[src/rtl/adc_sample_packer_if.sv]
// Sample-in / word-out bundle between the ADC source and the sample packer.
// PACKER_TESTGEN_EN adds the testModeFlag select line.
interface adc_sample_packer_if #(
  parameter int SAMPLE_WIDTH = 10,
  parameter int BUS_WIDTH    = 16
);
  logic                    enable;
  logic                    packedMode;
  logic                    sampleValid;
  logic [SAMPLE_WIDTH-1:0] sampleIn;
`ifdef PACKER_TESTGEN_EN
  logic                    testModeFlag;
`endif
  logic                    wordValid;
  logic [BUS_WIDTH-1:0]    dataOut;
  logic                    flushDone;
  logic                    busy;

  modport master (
`ifdef PACKER_TESTGEN_EN
    output testModeFlag,
`endif
    output enable, packedMode, sampleValid, sampleIn,
    input  wordValid, dataOut, flushDone, busy
  );

  modport slave (
`ifdef PACKER_TESTGEN_EN
    input  testModeFlag,
`endif
    input  enable, packedMode, sampleValid, sampleIn,
    output wordValid, dataOut, flushDone, busy
  );
endinterface

[src/rtl/adc_sample_packer.sv]
// Packs SAMPLE_WIDTH-bit ADC samples into BUS_WIDTH-bit words (one per word or dense LSB-first).
// Optional PACKER_TESTGEN_EN replaces sampleIn with an internal ramp counter when latched.
module adc_sample_packer #(
  parameter int SAMPLE_WIDTH = 10,
  parameter int BUS_WIDTH    = 16
) (
  input logic                clock,
  input logic                nReset,
  adc_sample_packer_if.slave bus
);
  localparam int AW = BUS_WIDTH + SAMPLE_WIDTH;
  localparam int FW = $clog2(BUS_WIDTH);

  typedef enum logic [1:0] {
    IDLE  = 2'd0,
    PACK  = 2'd1,
    FLUSH = 2'd2
  } state_t;

  state_t                  state_r;
  logic [AW-1:0]           acc_r;
  logic [FW-1:0]           fill_r;
  logic                    mode_r;
  logic                    word_valid_r;
  logic [BUS_WIDTH-1:0]    data_r;
  logic                    flush_done_r;
  logic                    busy_r;
`ifdef PACKER_TESTGEN_EN
  logic                    tm_r;
  logic [SAMPLE_WIDTH-1:0] gen_r;
`endif

  logic [SAMPLE_WIDTH-1:0] sample_s;
  logic [AW-1:0]           merged_s;
  logic [FW:0]             sum_s;
  logic                    full_s;

  // Sample source select and packing arithmetic. BUS_WIDTH is a power of two, so the
  // low FW bits of fill+SAMPLE_WIDTH already give the wrapped fill level.
  always_comb begin
    sample_s = bus.sampleIn;
`ifdef PACKER_TESTGEN_EN
    if (tm_r) begin
      sample_s = gen_r;
    end else begin
      sample_s = bus.sampleIn;
    end
`endif
    merged_s = acc_r | (AW'(sample_s) << fill_r);
    sum_s    = {1'b0, fill_r} + (FW+1)'(SAMPLE_WIDTH);
    full_s   = sum_s[FW];
  end

  // Control FSM, accumulator and registered outputs.
  always_ff @(posedge clock or negedge nReset) begin
    if (!nReset) begin
      state_r      <= IDLE;
      acc_r        <= '0;
      fill_r       <= '0;
      mode_r       <= 1'b0;
      word_valid_r <= 1'b0;
      data_r       <= '0;
      flush_done_r <= 1'b0;
      busy_r       <= 1'b0;
`ifdef PACKER_TESTGEN_EN
      tm_r         <= 1'b0;
      gen_r        <= '0;
`endif
    end else begin
      word_valid_r <= 1'b0;
      flush_done_r <= 1'b0;
      case (state_r)
        IDLE: begin
          if (bus.enable) begin
            state_r <= PACK;
            mode_r  <= bus.packedMode;
            busy_r  <= 1'b1;
`ifdef PACKER_TESTGEN_EN
            tm_r    <= bus.testModeFlag;
            gen_r   <= '0;
`endif
          end else begin
            busy_r  <= 1'b0;
          end
        end
        PACK: begin
          if (!bus.enable) begin
            state_r <= FLUSH;
          end else if (bus.sampleValid) begin
            if (mode_r) begin
              fill_r <= sum_s[FW-1:0];
              if (full_s) begin
                data_r       <= merged_s[BUS_WIDTH-1:0];
                word_valid_r <= 1'b1;
                acc_r        <= merged_s >> BUS_WIDTH;
              end else begin
                acc_r        <= merged_s;
              end
            end else begin
              data_r       <= BUS_WIDTH'(sample_s);
              word_valid_r <= 1'b1;
            end
`ifdef PACKER_TESTGEN_EN
            gen_r <= gen_r + SAMPLE_WIDTH'(1);
`endif
          end else begin
            state_r <= PACK;
          end
        end
        FLUSH: begin
          // Bits above fill are always zero, so the partial word is already padded.
          if (mode_r && (fill_r != '0)) begin
            data_r       <= acc_r[BUS_WIDTH-1:0];
            word_valid_r <= 1'b1;
          end
          acc_r        <= '0;
          fill_r       <= '0;
          flush_done_r <= 1'b1;
          busy_r       <= 1'b0;
          state_r      <= IDLE;
        end
        default: begin
          state_r <= IDLE;
          busy_r  <= 1'b0;
        end
      endcase
    end
  end

  assign bus.wordValid = word_valid_r;
  assign bus.dataOut   = data_r;
  assign bus.flushDone = flush_done_r;
  assign bus.busy      = busy_r;
endmodule

[src/flat_wrapper.sv]
// flat-port wrapper written by rule: the top's interface ports become plain ports
module adc_sample_packer_flat 
#(
  parameter int SAMPLE_WIDTH = 10,
  parameter int BUS_WIDTH    = 16
)
  (clock, nReset, bus_enable, bus_packedMode, bus_sampleValid, bus_sampleIn, bus_wordValid, bus_dataOut, bus_flushDone, bus_busy);
  adc_sample_packer_if #(.SAMPLE_WIDTH(SAMPLE_WIDTH), .BUS_WIDTH(BUS_WIDTH)) bus_i ();
  input logic clock;
  input logic nReset;
  input wire logic [$bits(bus_i.enable)-1:0] bus_enable;
  input wire logic [$bits(bus_i.packedMode)-1:0] bus_packedMode;
  input wire logic [$bits(bus_i.sampleValid)-1:0] bus_sampleValid;
  input wire logic [$bits(bus_i.sampleIn)-1:0] bus_sampleIn;
  output wire logic [$bits(bus_i.wordValid)-1:0] bus_wordValid;
  output wire logic [$bits(bus_i.dataOut)-1:0] bus_dataOut;
  output wire logic [$bits(bus_i.flushDone)-1:0] bus_flushDone;
  output wire logic [$bits(bus_i.busy)-1:0] bus_busy;
  assign bus_i.enable = bus_enable;
  assign bus_i.packedMode = bus_packedMode;
  assign bus_i.sampleValid = bus_sampleValid;
  assign bus_i.sampleIn = bus_sampleIn;
  assign bus_wordValid = bus_i.wordValid;
  assign bus_dataOut = bus_i.dataOut;
  assign bus_flushDone = bus_i.flushDone;
  assign bus_busy = bus_i.busy;
  adc_sample_packer #(.SAMPLE_WIDTH(SAMPLE_WIDTH), .BUS_WIDTH(BUS_WIDTH)) u_core (.clock(clock), .nReset(nReset), .bus(bus_i));
endmodule
[config.mk]
export PLATFORM = sky130hd
export DESIGN_NAME = adc_sample_packer_flat
export DESIGN_NICKNAME = d
export VERILOG_FILES = /design/src/rtl/adc_sample_packer_if.sv /design/src/rtl/adc_sample_packer.sv /design/src/flat_wrapper.sv
export SDC_FILE = /design/constraint.sdc
export NUM_CORES = 1
export LEC_CHECK = 0
export ABC_AREA = 1
export CORE_MARGIN = 1
export CORE_UTILIZATION = 55
export CTS_BUF_LIST = sky130_fd_sc_hd__clkbuf_4
export DETAILED_ROUTE_END_ITERATION = 16
export PLACE_DENSITY = 0.79
export SYNTH_ARGS = -nofsm -noshare
export SYNTH_HDL_FRONTEND = slang
export SYNTH_SLANG_ARGS = --single-unit
[constraint.sdc]
create_clock -name clock -period 3.8 [get_ports clock]
set_input_delay 0.57 -clock clock [delete_from_list [all_inputs] [get_ports clock]]
set_output_delay 0.57 -clock clock [all_outputs]
set_load 0.02 [all_outputs]
Word level (Yosys, flattened, before mapping)
Index checks and enable logic that the tools add are counted.
Cells by class
  add/sub/neg operators: 1
  equality and inequality tests: 9
  shift operators: 1
  multiplexer cells: 28
  bitwise operators: 1
  reduce and logical (&&, ||, !) cells: 8
Operators by type and width (count)
  $mux 26: 4
  $mux 16: 5
  $pmux 26 s2: 1
  $pmux 16 s2: 1
  $or 26x26->26: 1
  $shl 10x4->26: 1
  $mux 4: 3
  $pmux 4 s2: 1
  $mux 1: 7
  $mux 2: 3
  $ne 2x2->1 const B: 3
  $ne 3x3->1 const B: 2
  $add 4x4->5 const B: 1
  $reduce_and 5->1: 1
  $ne 2x1->1 const B: 2
  $pmux 1 s2: 2
  $pmux 2 s2: 1
  $reduce_and 2->1: 2
  $reduce_and 4->1: 1
  $reduce_bool 4->1: 1
  $eq 2x1->1 const B: 1
  $eq 2x2->1 const B: 1
  $logic_not 2->1: 1
  $reduce_bool 2->1: 1
  $logic_and 1x1->1: 1
Storage, ports and cells
  register bits: 52
  output and inout bits: 19
  logic and storage cells: 56

Depth between registers and ports, before layout
  word-level depth: 7
  depth in mapped cells: 11

Least setup slack after synthesis
No wires, ideal clock.
  kind: register to register
  from: reg u_core.state_r[0]
  to: reg u_core.acc_r[15]
  setup time: 0.117 ns
  arrival time: 1.528 ns
  required time: 3.683 ns
  slack: 2.156 ns
  cell stages (with the launch flop): 12
  clock period less this slack: 1.644 ns
  path through: dfrtp_1 > inv_1 > ha_1 > buf_6 > inv_4 > o21ai_4 > nand2_4 > inv_2 > o21ai_4 > buf_6 > nand2_1 > nor2_1
Between the ends
  cells in the longest elaborated chain, start to end: 3
  elaborated cells on any way between the ends: 8
  classes of those cells: eq/ne (5); mux (1); reduce/logical (2)
Ends and longest elaborated chain
  from (decl): line adc_sample_packer.sv:20  | state_t state_r;
  from (signal assigned): line adc_sample_packer.sv:57  | state_r <= IDLE;
  from (signal assigned): line adc_sample_packer.sv:75  | state_r <= PACK;
  from (signal assigned): line adc_sample_packer.sv:88  | state_r <= FLUSH;
  $eq 2x1->1 or $eq 2x2->1 (tied branches): line adc_sample_packer.sv:72  | case (state_r)
  $ne 2x1->1 (no source line) (tied with other cells)
  $reduce_and 4->1 (no source line)
  to (signal assigned): line adc_sample_packer.sv:95  | acc_r <= merged_s >> BUS_WIDTH;
  to (signal assigned): line adc_sample_packer.sv:97  | acc_r <= merged_s;
  to (decl): line adc_sample_packer.sv:21  | logic [AW-1:0] acc_r;
Several ways; a longest one is shown, not always the timed one.
A chain may end at the register's enable or synchronous reset.

Worst setup path after layout
  from: reg u_core.state_r[0]
  to: reg u_core.acc_r[10]
The elaborated chain is that of the path after synthesis.

==> metrics.yaml <==
drv_slew: 0
io_buffers: 33
finalCritPeriodShare: 0.633
peakVddDrop_mv: 0.568
power_frac_comb: 0.602
cts_buffers: 5
dr_total_vias: 2794
multi_input_area_um2: 1370
worst_pin_slew_ns: 1.08
ctsHoldBuffers: 0
clock_power_share: 0.085
antenna_found_initial: 0
reg2regPathDepth: 9
viasPerCell: 5.55
initial_core_util: 0.572
syn_nets: 427
drive_gt1_frac: 0.0577
start_kind: "register"
area.growth.synth_to_final_pct: 12.5
dr.pass1.iters: 6
ys_warn_count: 0
swShare: 0.511
r2r_slack_ns: 1.39
fin_crit_ns: 2.41
cts_tree: "done"
fmax_mhz: 416
critPathArrivalTime_ns: 2.68
max-slew-margin-rel: 0.281
fp-row-count: 26
fin_util: 0.644
layout_common_cells: "113 x nand2_1, 58 x nand3_1, 50 x nor2_1, 50 x dfrtp_1, 43 x inv_1"
setup_viol: 0
ioPinCount: 34
mostFrequentLayoutCell: "nand2_1"
overflow: 0
die_h_um: 74.9
fin_skew_ns: 0.0198
routed_wl_mm: 7.36
h-tree-depth: 2
ys_seq_area_frac: 0.428
hold_viol_final: 0
gp_congestion: 0.941
n_fill_cell: 516
cts_root_buffer: "clkbuf_4"
status: "finished clean"
power.density_nw_per_um2: 875
track_usage: 0.299
worstPathRequired_ns: 4.07
setup_tns_ns: 0
synth_area_leaders: "dfrtp_1 43%, nand2_1 15%, nand3_1 9.9%, nor2_1 6.4%, inv_1 5.5%"
pwr-share-seq: 0.313
leakagePower_uw: 0.00176
die_w_um: 74.9
cap_viol_max_count: 0
core_um2: 5110
cts.sinks: 50
synth_area_per_cell_um2: 7.16
power_switching_uw: 1470
netlist_instances: 408
insertion_delay_ns: 0.38
grt_max_degree: 51
die-area_um2: 5610
diodes: 0
crit_fanout: 17
clk_path_buf_depth: 2
drt_iter0_markers: 285
worst_setup_path_end_kind: "register"
cts.repair.resized: 0
path_clk_slew_ns: 0.14
crit_start: "u_core.state_r[0]$_DFFE_PN0P_"
grt_pass1_vias: 2540
r2r-start: "u_core.state_r[0]$_DFFE_PN0P_"
hpwlAfterDp_mm: 5.34
finalNetCount: 451
post_drt_wl_per_cell_um: 14.6
internal_power_uw: 1410
drc: 0
ys_types: 29
grt_pass1_wl_mm: 12.4
drtAntennaViolNets: 0
r2r_end: "u_core.acc_r[10]$_DFFE_PN0P_"
post-cts-setup-buffers: 0
seq_area_um2: 1250
synth_top_area_frac: 0.428
yosys.area.top_type: "dfrtp_1"
ys_seq_elements: 50
worstSetupPathType: "register to register"
netlist_area_um2: 2920
grt_setup_unrepaired: "false"
hold_class: "primary input to async pin"
registers in the layout, summed over array words and instances (netlist names):
register,count
u_core.state_r,2
u_core.bus.flushDone,1
u_core.bus.busy,1
u_core.acc_r,25
u_core.bus.wordValid,1
u_core.mode_r,1
u_core.bus.dataOut,16
u_core.fill_r,3
how the worst max path moves through the flow:
stage                                         to  slack, ns  depth (start not counted)
floorplan           u_core.acc_r[15]$_DFFE_PN0P_       2.16                         11
global placement     u_core.acc_r[9]$_DFFE_PN0P_       1.54                          9
detailed placement   u_core.acc_r[9]$_DFFE_PN0P_       1.44                          9
CTS                 u_core.acc_r[10]$_DFFE_PN0P_       1.44                          9
global route        u_core.acc_r[19]$_DFFE_PN0P_       1.25                          9
finish              u_core.acc_r[10]$_DFFE_PN0P_       1.39                          9
final cells by class:
cell class                      count  area share
Clock buffer                        6      0.0137
Clock inverter                      2     0.00266
Inverter                           51      0.0590
Multi-Input combinational cell    290       0.416
Sequential cell                    50       0.381
Tap cell                           70      0.0266
Timing Repair Buffer               34       0.101
power groups by stage:
| stage | sequential [uW] | clock, uW | combinational, uW |
|---|---|---|---|
| finish | 899 | 244 | 1730 |
| global route | 927 | 267 | 1940 |
| CTS | 895 | 246 | 1720 |
| detailed placement | 907 | 0 | 1710 |
| global placement | 900 | 0 | 1690 |
| floorplan | 949 | 0 | 1180 |
cells by family after synthesis:
logic type,share of synthesized area
AND/OR/NAND/NOR,0.342
buffers and inverters,0.104
AO/OA/AOI/OAI,0.106
flip-flops,0.428
adder cells (fa/ha/maj),0.0171
XOR/XNOR,0.00300
per-layer routing:
metal / up-vias / share of wire / track usage
met2: 147 / 0.46 / 0.472
met4: 0 / 0.026 / 0.115
met5: - / 0 / 0
met1: 1276 / 0.44 / 0.416
met3: 22 / 0.084 / 0.0455
li1: 1349 / - / -
critical path: stages (launching register included):
cell	delay (ns)
dfrtp_1	0.41
inv_1	0.09
ha_1	0.67
inv_4	0.14
o21ai_4	0.30
nand2_4	0.15
inv_2	0.20
o21ai_4	0.18
nand2_1	0.12
a21oi_1	0.04
stage by stage:
stage,setup WS [ns],hold WS [ns],total power [uW],instances,area [um^2]
after detailed placement,1.44,0.454,2610,495,3230
after floorplan,2.16,0.274,2130,408,2920
final,1.39,0.369,2880,503,3290
after global placement,1.54,0.451,2590,495,3230
after CTS,1.44,0.405,2860,503,3290
after global routing,1.25,0.474,3130,503,3290
Yosys cell counts (all sizes together):
library cell and n:
inv 50, nor2 50, clkbuf 3, a21oi 19
o21bai 3, o21ai 20, nand4 3, xor2 1
clkinv 1, nand3 61, buf 14, dfrtp 50
nand2 117, nor3 2, ha 4, a21boi 3
o22ai 4, o211ai 3
(Power assumes the default switching activity.)
